## config.mk

```make
export PLATFORM = sky130hd
export DESIGN_NAME = cajero_teclado
export DESIGN_NICKNAME = d
export VERILOG_FILES = /design/src/rtl/cajero_teclado.sv
export SDC_FILE = /design/constraint.sdc
export NUM_CORES = 1
export LEC_CHECK = 0
export ABC_CLOCK_PERIOD_IN_PS = 5200
export CORE_MARGIN = 2
export CORE_UTILIZATION = 40
export CTS_CLUSTER_DIAMETER = 150
export DETAILED_ROUTE_END_ITERATION = 8
export PLACE_DENSITY_LB_ADDON = 0.12
export SYNTH_ARGS = -nofsm -noshare
export SYNTH_HDL_FRONTEND = slang
export SYNTH_SLANG_ARGS = --single-unit
```

## constraint.sdc

```tcl
create_clock -name clock -period 5.2 [get_ports clock]
set_clock_uncertainty 0.05 [all_clocks]
set_input_delay 0.78 -clock clock [delete_from_list [all_inputs] [get_ports clock]]
set_output_delay 0.78 -clock clock [all_outputs]
set_load 0.01 [all_outputs]
```

## src/rtl/cajero_teclado.sv

```systemverilog
// cajero_teclado: keypad front-end for the ATM transaction controller.
// It applies a hold-off between accepted keys and forwards PIN_DIGITOS PIN
// digits as single-cycle strobes. It then accumulates a decimal amount into a
// 32-bit binary value, which is released with monto_stb when ENTER is pressed.
//
// Ports:
//   clock, reset       system clock; synchronous active-high reset
//   tarjeta_recibida   card inserted, starts a session from IDLE
//   tecla_stb, tecla   key event (0-9 digit, A CLEAR, B ENTER, F empty)
//   cancelar           aborts a session in PIN or MONTO
//   digito_stb/digito  forwarded PIN digit
//   pin_completo       pulses together with the last PIN digit strobe
//   monto/monto_stb    accumulated amount and its final-value strobe
//   desborde           digit rejected: amount overflow or too many digits
//   ocupado            high outside IDLE
// All outputs are registered.
module cajero_teclado #(
    parameter int HOLDOFF     = 4,
    parameter int PIN_DIGITOS = 4,
    parameter int MAX_DIGITOS = 10
) (
    input  logic        clock,
    input  logic        reset,
    input  logic        tarjeta_recibida,
    input  logic        tecla_stb,
    input  logic [3:0]  tecla,
    input  logic        cancelar,
    output logic        digito_stb,
    output logic [3:0]  digito,
    output logic        pin_completo,
    output logic [31:0] monto,
    output logic        monto_stb,
    output logic        desborde,
    output logic        ocupado
);

    // The +2 keeps the widths non-zero when a parameter is 0.
    localparam int HW = $clog2(HOLDOFF + 2);
    localparam int PW = $clog2(PIN_DIGITOS + 2);
    localparam int MW = $clog2(MAX_DIGITOS + 2);

    typedef enum logic [1:0] {IDLE, PIN, MONTO, ENTREGA} estado_t;

    estado_t        estado_q, estado_d;
    logic [HW-1:0]  hold_q, hold_d;
    logic [PW-1:0]  npin_q, npin_d;
    logic [MW-1:0]  nmon_q, nmon_d;
    logic [3:0]     digito_q, digito_d;
    logic           digito_stb_q, digito_stb_d;
    logic           pin_completo_q, pin_completo_d;
    logic [31:0]    monto_q, monto_d;
    logic           monto_stb_q, monto_stb_d;
    logic           desborde_q, desborde_d;
    logic           ocupado_q, ocupado_d;

    logic           activo, aborta, acepta, es_digito, lleno, rebosa;
    logic [35:0]    base, suma;

    always_comb begin
        activo    = (estado_q == PIN) || (estado_q == MONTO);
        aborta    = activo && cancelar;
        // Only keys arriving in an active session are accepted. C-F are
        // never accepted and therefore do not restart the hold-off.
        acepta    = activo && !cancelar && tecla_stb &&
                    (hold_q == '0) && (tecla <= 4'hB);
        es_digito = (tecla <= 4'd9);
        // monto_q doubles as the accumulator. With no digits held, the base
        // is 0, so a previous session's displayed amount never leaks in.
        base      = (nmon_q == '0) ? 36'd0 : {4'd0, monto_q};
        suma      = base * 36'd10 + {32'd0, tecla};
        lleno     = (nmon_q == MW'(MAX_DIGITOS));
        rebosa    = lleno || (suma[35:32] != 4'd0);
    end

    always_comb begin
        estado_d       = estado_q;
        npin_d         = npin_q;
        nmon_d         = nmon_q;
        digito_d       = digito_q;
        monto_d        = monto_q;
        digito_stb_d   = 1'b0;
        pin_completo_d = 1'b0;
        monto_stb_d    = 1'b0;
        desborde_d     = 1'b0;

        if (aborta)
            hold_d = '0;
        else if (acepta)
            hold_d = HW'(HOLDOFF);
        else if (hold_q != '0)
            hold_d = hold_q - HW'(1);
        else
            hold_d = hold_q;

        case (estado_q)
            IDLE: begin
                if (tarjeta_recibida) begin
                    estado_d = PIN;
                    npin_d   = '0;
                    nmon_d   = '0;
                end
            end
            PIN: begin
                if (aborta) begin
                    estado_d = IDLE;
                    npin_d   = '0;
                    nmon_d   = '0;
                end else if (acepta && es_digito) begin
                    digito_d     = tecla;
                    digito_stb_d = 1'b1;
                    npin_d       = npin_q + PW'(1);
                    if (npin_q == PW'(PIN_DIGITOS - 1)) begin
                        pin_completo_d = 1'b1;
                        estado_d       = MONTO;
                        nmon_d         = '0;
                    end
                end
            end
            MONTO: begin
                if (aborta) begin
                    estado_d = IDLE;
                    npin_d   = '0;
                    nmon_d   = '0;
                end else if (acepta) begin
                    if (es_digito) begin
                        if (rebosa) begin
                            desborde_d = 1'b1;
                        end else begin
                            monto_d = suma[31:0];
                            nmon_d  = nmon_q + MW'(1);
                        end
                    end else if (tecla == 4'hA) begin
                        monto_d = '0;
                        nmon_d  = '0;
                    end else if (nmon_q != '0) begin
                        // ENTER with at least one digit held
                        estado_d    = ENTREGA;
                        monto_stb_d = 1'b1;
                    end
                end
            end
            ENTREGA: estado_d = IDLE;
            default: estado_d = IDLE;
        endcase

        ocupado_d = (estado_d != IDLE);
    end

    always_ff @(posedge clock) begin
        if (reset) begin
            estado_q       <= IDLE;
            hold_q         <= '0;
            npin_q         <= '0;
            nmon_q         <= '0;
            digito_q       <= '0;
            digito_stb_q   <= 1'b0;
            pin_completo_q <= 1'b0;
            monto_q        <= '0;
            monto_stb_q    <= 1'b0;
            desborde_q     <= 1'b0;
            ocupado_q      <= 1'b0;
        end else begin
            estado_q       <= estado_d;
            hold_q         <= hold_d;
            npin_q         <= npin_d;
            nmon_q         <= nmon_d;
            digito_q       <= digito_d;
            digito_stb_q   <= digito_stb_d;
            pin_completo_q <= pin_completo_d;
            monto_q        <= monto_d;
            monto_stb_q    <= monto_stb_d;
            desborde_q     <= desborde_d;
            ocupado_q      <= ocupado_d;
        end
    end

    assign digito       = digito_q;
    assign digito_stb   = digito_stb_q;
    assign pin_completo = pin_completo_q;
    assign monto        = monto_q;
    assign monto_stb    = monto_stb_q;
    assign desborde     = desborde_q;
    assign ocupado      = ocupado_q;

endmodule

```

==> qor.json, run 1 <==
{
  "outcome": "finished, final reports clean",
  "ioPinCount": 50,
  "synth_area_leaders": "dfxtp_1 (19%), ha_1 (16%), nand2_1 (6.7%)",
  "finish.net_count": 875,
  "floorplan.initialDensity_pct": 40.7,
  "min_period_ns": 5.00,
  "synth_edf_count": 0,
  "synthesis_warnings": 0,
  "leakagePower_nw": 2.78,
  "tritoncts": "yes",
  "post_synthesis_net_count": 805,
  "timing.critical_path.buf_inv": 4,
  "grt.overflow.total": 0,
  "worst-setup-path-type": "flip-flop to flip-flop",
  "fin_ws_ns": 0.196,
  "netlist.area_leader.share_pct": 18.8,
  "number_of_slew_limit_violations_in_the_final_report": 0,
  "p_per_area_nw_per_um2": 125,
  "hold_violations": 0,
  "synth-seq-cells": 53,
  "timing.reg2reg.setup_slack_ns": 0.20,
  "wl_per_cell_um": 16.9,
  "first_pass_iters": 4,
  "synth_cell_types": 74,
  "postCtsHoldBufs": 0,
  "cp_max_stage_delay_ns": 0.50,
  "insertedDiodeCount": 0,
  "largest_net_degree_at_the_start_of_global_routing": 38,
  "first_global_vias": 5124,
  "total_of_buffers_placed_on_input_and_output_ports": 49,
  "synth_area_per_cell_um2": 7.79,
  "fmax_ghz": 0.200,
  "placeableCoreArea_um2": 13800,
  "filler_cell_count": 1354,
  "remaining_drc_errors": 0,
  "overall_die_area_um2": 15000,
  "synth_top_flop_cell": "dfxtp_1",
  "report.power.total_mw": 0.869,
  "cts_root_buf": "clkbuf_16",
  "instances_no_fill": 974,
  "timing.critical_path.to_type": "flip-flop",
  "max_cap_violations": 0,
  "r2r_cells": 20,
  "grt_antenna_before_repair": 0,
  "clock_sinks": 53,
  "yosys.area.top_type": "dfxtp_1",
  "hold_class": "flip-flop to flip-flop",
  "routed_wirelength_mm": 16.4,
  "grt_first_pass_wirelength_mm": 25.8,
  "routed-via-count": 5526,
  "cp_cell_sequence": "inv_1 -> ha_1 -> nor3b_4 -> buf_12 -> buf_12 -> nor2b_1 -> and2_1 -> ha_2 -> fa_2 -> a21o_1 -> a221o_1 -> a32o_1 -> a221o_1 -> nor4b_4 -> buf_4 -> nand4b_4 -> nor3_4 -> mux2_4 -> or4_1 -> o311ai_1",
  "rr_endpoint": "nmon_q[3]",
  "worst_setup_path_start_kind": "flip-flop",
  "maximum_buffer_depth_of_the_clock_tree": 2,
  "worstSkewPairLatency_ns": 0.30,
  "max-vdd-ir-drop_uv": 137,
  "hold_path.startpoint": "monto[26]",
  "flow.area_growth_from_synthesis_pct": 23.6,
  "drt-initial-drc-count": 366,
  "cp_data_arrival_time_ns": 5.16,
  "synthArstFlopShare_pct": 0,
  "die_height_um": 123,
  "groute.usage.overall_pct": 21.3,
  "routability_congestion": 0.903,
  "seq_area_frac_synth_pct": 18.8,
  "critical_path.slowest_cell": "or4_1",
  "whs_path_depth": 2,
  "min_period_over_period_pct": 96.2,
  "drive_above_1_share_pct": 13.7,
  "dp_hpwl_mm": 12.6,
  "cts-buffers-inserted": 5,
  "post-place-cells": 954,
  "routed_via_density": 5.67,
  "synthesis.instances": 723,
  "timing.rr.start": "nmon_q[1]",
  "combined_area_of_all_synthesized_cells_um2": 5630,
  "std_cell_rows": 43,
  "worst_slew_pin_slew_ns": 0.667,
  "post_dp_cell_area_um2": 6480,
  "dieWidth_um": 123,
  "drtAntennaViolNets": 0,
  "critical_path_peak_fanout": 9,
  "detailedPlace.worstSlack_ns": 0.112,
  "timing.setup.tns_ns": 0,
  "post-route-cell-area_um2": 6960,
  "worst_hold_path.endpoint": "monto[26]",
  "worst_ep_required_time_ns": 5.35,
  "worst_setup_hold_path_clk_slew_ns": 0.07,
  "timing.final.setup_violations": 0,
  "htree_levels": 2,
  "max_slew_margin_pct": 55.5,
  "worst_path_top_cell_family_by_delay": "simple AND/OR/NAND/NOR gates"
}
-- synthesized netlist by cell type (17+ instances only) --
cell	number
dfxtp_1	53
a21oi_1	46
ha_1	72
o21ai_0	23
mux2i_1	23
nand3_1	21
nor2_1	62
xnor2_1	34
nor3_1	17
nor2b_1	42
clkbuf_1	17
nand2_1	101
-- timing repair --
action	CTS	global route
buffers inserted	0	10
endpoints found under the hold margin	0	0
setup endpoints to repair	0	36
resized for setup	0	52
-- worst reg2reg max path, delay by kind of cell, from the launching register on --
kind / cells / cell delay (ns)
multiplexers: 1 / 0.35
adder cells (fa/ha/maj): 3 / 0.74
flip-flops: 1 / 0.35
AO/OA/AOI/OAI: 5 / 1.32
buffers and inverters: 4 / 0.52
AND/OR/NAND/NOR: 7 / 1.57
-- state kept, by name, indices dropped and copies added (netlist names) --
register and count:
desborde 1, digito 4, digito_stb 1, estado_q 2
hold_q 3, monto 32, monto_stb 1, nmon_q 4
npin_q 3, ocupado 1, pin_completo 1
-- through the flow --
| step | util (%) | hold WS (ns) |
|---|---|---|
| finish | 50.3 | 0.421 |
| global route | 50.3 | 0.455 |
| CTS | 48.0 | 0.425 |
| detailed placement | 46.9 | 0.409 |
| global placement | 46.9 | 0.391 |
| floorplan | - | 0.379 |
-- worst max path at each step --
| stage | start | end | depth (start not counted) |
|---|---|---|---|
| 2_1_floorplan | nmon_q[0] | nmon_q[3] | 19 |
| 3_3_place_gp | nmon_q[1] | nmon_q[3] | 18 |
| 3_5_place_dp | nmon_q[1] | monto[3] | 20 |
| 4_1_cts | nmon_q[1] | monto[3] | 20 |
| 5_1_grt | nmon_q[1] | nmon_q[3] | 19 |
| 6_report | nmon_q[1] | nmon_q[3] | 20 |
-- logic make-up (layout without fill, tap and decap cells) --
group,count (synthesis),count (layout),synth area share [%]
fa+ha+maj,74,74,16.5
xor+xnor,50,50,7.78
simple gates,314,314,28.6
flops,53,53,18.8
compound gates,156,156,19.2
buf+inv,48,119,3.84
mux,28,28,5.16
-- cells in the final DEF, fill, tap and decap left out, types with 6 or more instances in the layout --
cell type	synthesis	final
nand2_1	101	101
nor2_1	62	62
ha_1	72	62
dfxtp_1	53	52
clkdlybuf4s50_1	0	49
a21oi_1	46	41
buf_4	0	39
nor2b_1	42	37
xnor2_1	34	33
mux2i_1	23	23
nand3_1	21	21
o21ai_0	23	18
inv_1	16	16
xor2_1	16	16
nor3_1	17	15
o2bb2ai_1	15	15
and2_1	11	11
nand4_1	11	11
and3_1	9	8
and4_1	9	8
o21ai_1	4	7
o211ai_1	7	7
a211oi_1	8	7
ha_2	0	7
clkbuf_16	0	7
a21o_1	6	6
-- where the power goes --
group          switching, mW  internal, mW  leakage [nW]
Clock                  0.168         0.185        0.0763
Combinational         0.0585        0.0371          2.28
Sequential           0.00534         0.415         0.428
-- area by class of cell --
type	instances	area (um2)	area share, %
clock buffer	5	125	1.80
sequential	53	1060	15.3
clock inverter	3	28.8	0.413
multi-input combinational	622	4550	65.4
tap	180	225	3.24
timing repair buffer	94	905	13.0
inverter	17	63.8	0.917
-- routing by layer --
layer  up-vias  track usage, %  routed length, um
li1       2758               -                  -
met1      2613            28.8               7730
met2       133            36.3               7890
met3        22            2.74                532
met4         0            4.17                280
met5         -               0                  0
No activity file was read; power rests on OpenSTA's default activity.
==> inputs of run 2 (changes only) <==
--- a/config.mk
+++ b/config.mk
@@ -5,7 +5,7 @@
 export SDC_FILE = /design/constraint.sdc
 export NUM_CORES = 1
 export LEC_CHECK = 0
-export ABC_CLOCK_PERIOD_IN_PS = 5200
+export ABC_CLOCK_PERIOD_IN_PS = 6400
 export CORE_MARGIN = 2
 export CORE_UTILIZATION = 40
 export CTS_CLUSTER_DIAMETER = 150
==> constraint.sdc (replaced) <==
create_clock -name clock -period 6.4 [get_ports clock]
set_clock_uncertainty 0.05 [all_clocks]
set_input_delay 0.96 -clock clock [delete_from_list [all_inputs] [get_ports clock]]
set_output_delay 0.96 -clock clock [all_outputs]
set_load 0.01 [all_outputs]
==> qor.json, run 2 (synthesis results as in run 1) <==
{
  "outcome": {"value": "finished, final reports clean", "change": "unchanged"},
  "insertedDiodeCount": {"value": 0, "change": "unchanged"},
  "groute.usage.overall": {"value": 21.6, "unit": "%", "change": "was 21.3%"},
  "worst_setup_hold_path_clk_slew": {"value": 0.07, "unit": "ns", "change": "about the same"},
  "timing.critical_path.to_type": {"value": "flip-flop", "change": "unchanged"},
  "filler_cell_count": {"value": 1392, "change": "was 1354"},
  "finish.net_count": {"value": 839, "change": "was 875"},
  "hold_path.startpoint": {"value": "npin_q[1]", "change": "was monto[26]"},
  "die_height": {"value": 123, "unit": "um", "change": "unchanged"},
  "critical_path_peak_fanout": {"value": 36, "change": "was 9"},
  "placeableCoreArea": {"value": 13800, "unit": "um2", "change": "unchanged"},
  "flow.area_growth_from_synthesis": {"value": 14.9, "unit": "%", "change": "was 23.6%"},
  "routability_congestion": {"value": 0.851, "change": "was 0.903"},
  "dieWidth": {"value": 123, "unit": "um", "change": "unchanged"},
  "detailedPlace.worstSlack": {"value": 0.607, "unit": "ns", "change": "was 0.112 ns"},
  "std_cell_rows": {"value": 43, "change": "unchanged"},
  "routed_via_density": {"value": 5.67, "change": "about the same"},
  "ioPinCount": {"value": 50, "change": "unchanged"},
  "ctsResizeCount": {"value": 0, "change": "unchanged"},
  "hold_class": {"value": "flip-flop to flip-flop", "change": "unchanged"},
  "most_common_library_cell_in_the_layout_ignoring_fill_and_taps": {"value": "nand2_1", "change": "unchanged"},
  "grt_util_met2": {"value": 36.5, "unit": "%", "change": "was 36.3%"},
  "max-vdd-ir-drop": {"value": 103, "unit": "uV", "change": "was 137 uV"},
  "global_route.peak_usage_layer": {"value": "met2", "change": "unchanged"},
  "leakagePower": {"value": 2.57, "unit": "nW", "change": "was 2.78 nW"},
  "remaining_drc_errors": {"value": 0, "change": "unchanged"},
  "worst_ep_required_time": {"value": 6.55, "unit": "ns", "change": "was 5.35 ns"},
  "worstSkewPairLatency": {"value": 0.29, "unit": "ns", "change": "was 0.30 ns"},
  "routed-via-count": {"value": 5320, "change": "was 5526"},
  "floorplan.initialDensity": {"value": 40.7, "unit": "%", "change": "unchanged"},
  "tritoncts": {"value": "yes", "change": "unchanged"},
  "max_cap_violations": {"value": 0, "change": "unchanged"},
  "grt_setup_unrepaired": "false",
  "layout_common_cells": {"value": "nand2_1 (101), ha_1 (72), nor2_1 (62)", "change": "was nand2_1 (101), nor2_1 (62), ha_1 (62)"},
  "first_global_vias": {"value": 5175, "change": "was 5124"},
  "worst_slew_pin_slew": {"value": 0.735, "unit": "ns", "change": "was 0.667 ns"},
  "timing.final.setup_violations": {"value": 0, "change": "unchanged"},
  "grt_first_pass_wirelength": {"value": 25.9, "unit": "mm", "change": "was 25.8 mm"},
  "fmax": {"value": 0.172, "unit": "GHz", "change": "was 0.200 GHz"},
  "hold_violations": {"value": 0, "change": "unchanged"},
  "cp_data_arrival_time": {"value": 5.95, "unit": "ns", "change": "was 5.16 ns"},
  "dp_hpwl": {"value": 12.8, "unit": "mm", "change": "was 12.6 mm"},
  "grt_use_met3": {"value": 2.83, "unit": "%", "change": "was 2.74%"},
  "postCtsHoldBufs": {"value": 0, "change": "unchanged"},
  "grt.overflow.total": {"value": 0, "change": "unchanged"},
  "final_standard_cell_utilization_of_the_core": {"value": 46.8, "unit": "%", "change": "was 50.3%"},
  "largest_register_ffs": {"value": 32, "change": "unchanged"},
  "cts-buffers-inserted": {"value": 5, "change": "unchanged"},
  "worstSetupStartpoint": {"value": "nmon_q[0]", "change": "was nmon_q[1]"},
  "overall_die_area": {"value": 15000, "unit": "um2", "change": "unchanged"},
  "total_of_buffers_placed_on_input_and_output_ports": {"value": 49, "change": "unchanged"},
  "largest_net_degree_at_the_start_of_global_routing": {"value": 38, "change": "unchanged"},
  "number_of_slew_limit_violations_in_the_final_report": {"value": 0, "change": "unchanged"},
  "timing.rr.start": {"value": "nmon_q[0]", "change": "was nmon_q[1]"},
  "drtAntennaViolNets": {"value": 0, "change": "unchanged"},
  "grt_antenna_before_repair": {"value": 0, "change": "unchanged"},
  "maximum_buffer_depth_of_the_clock_tree": {"value": 2, "change": "unchanged"},
  "worst-setup-path-type": {"value": "flip-flop to flip-flop", "change": "unchanged"},
  "first_pass_iters": {"value": 5, "change": "was 4"},
  "cts_root_buf": {"value": "clkbuf_16", "change": "unchanged"},
  "hold_slack": {"value": 0.406, "unit": "ns", "change": "was 0.421 ns"},
  "p_per_area": {"value": 114, "unit": "nW/um2", "change": "was 125 nW/um2"},
  "drive_above_1_share": {"value": 4.62, "unit": "%", "change": "was 13.7%"},
  "worst_setup_path_start_kind": {"value": "flip-flop", "change": "unchanged"},
  "drt-initial-drc-count": {"value": 344, "change": "was 366"},
  "routed_wirelength": {"value": 16.0, "unit": "mm", "change": "was 16.4 mm"},
  "cts_setup_buffers": {"value": 0, "change": "unchanged"},
  "min_period": {"value": 5.80, "unit": "ns", "change": "was 5.00 ns"},
  "min_period_over_period": {"value": 90.6, "unit": "%", "change": "was 96.2%"},
  "wl_per_cell": {"value": 17.0, "unit": "um", "change": "was 16.9 um"},
  "met1_usage": {"value": 29.0, "unit": "%", "change": "was 28.8%"},
  "fin_ws": {"value": 0.601, "unit": "ns", "change": "was 0.196 ns"},
  "max_slew_margin": {"value": 50.6, "unit": "%", "change": "was 55.5%"},
  "timing.setup.tns": {"value": 0, "unit": "ns", "change": "unchanged"},
  "htree_levels": {"value": 2, "change": "unchanged"},
  "clock_sinks": {"value": 53, "change": "unchanged"}
}
-- run 2: worst paths after layout --
check | to | slack, ns | depth (start not counted)
max | nmon_q[3] | 0.60 | 18
min | npin_q[1] | 0.41 | 2
max reg2reg | nmon_q[3] | 0.60 | 18
min reg2reg | npin_q[1] | 0.41 | 2
-- run 2: worst max-delay path: stages (launching register included) --
cell	delay, ns
dfxtp_1	0.36
inv_1	0.10
ha_1	0.15
nor3b_4	0.16
buf_4	0.37
nor2b_1	0.13
and2_1	0.18
ha_1	0.23
fa_1	0.48
a21o_1	0.25
a221oi_1	0.54
o32ai_1	0.19
nor3_1	0.60
and4_1	0.37
nand4b_2	0.25
nor3_4	0.32
mux2_4	0.37
or4_1	0.51
o311ai_1	0.08
-- run 2: area by class of cell --
| cell class | count | area, um2 | area share [%] |
|---|---|---|---|
| well taps | 180 | 225 | 3.48 |
| inverters | 17 | 63.8 | 0.987 |
| flip-flops and latches | 53 | 1060 | 16.4 |
| clock buffers | 6 | 139 | 2.15 |
| repair buffers | 58 | 571 | 8.82 |
| multi-input cells | 622 | 4370 | 67.6 |
| clock inverters | 2 | 37.5 | 0.580 |
-- run 2: where the power goes --
part	internal [mW]	switching [mW]
sequential	0.337	0.00422
combinational	0.0292	0.0467
clock	0.195	0.126
total	0.562	0.177
-- run 2: stage by stage --
step	instance area, um2	power, mW	cells
2_1_floorplan	5630	0.403	723
3_3_place_gp	6290	0.422	930
3_5_place_dp	6290	0.426	930
4_1_cts	6470	0.749	938
5_1_grt	6470	0.773	938
6_report	6470	0.739	938
-- run 2: layer usage --
metal  wire (um)  share of wire, %  up-vias
li1            -                 -     2690
met1        7530                47     2503
met2        7520                47      106
met3         598               3.7       21
met4         333               2.1        0
met5           0                 0        -
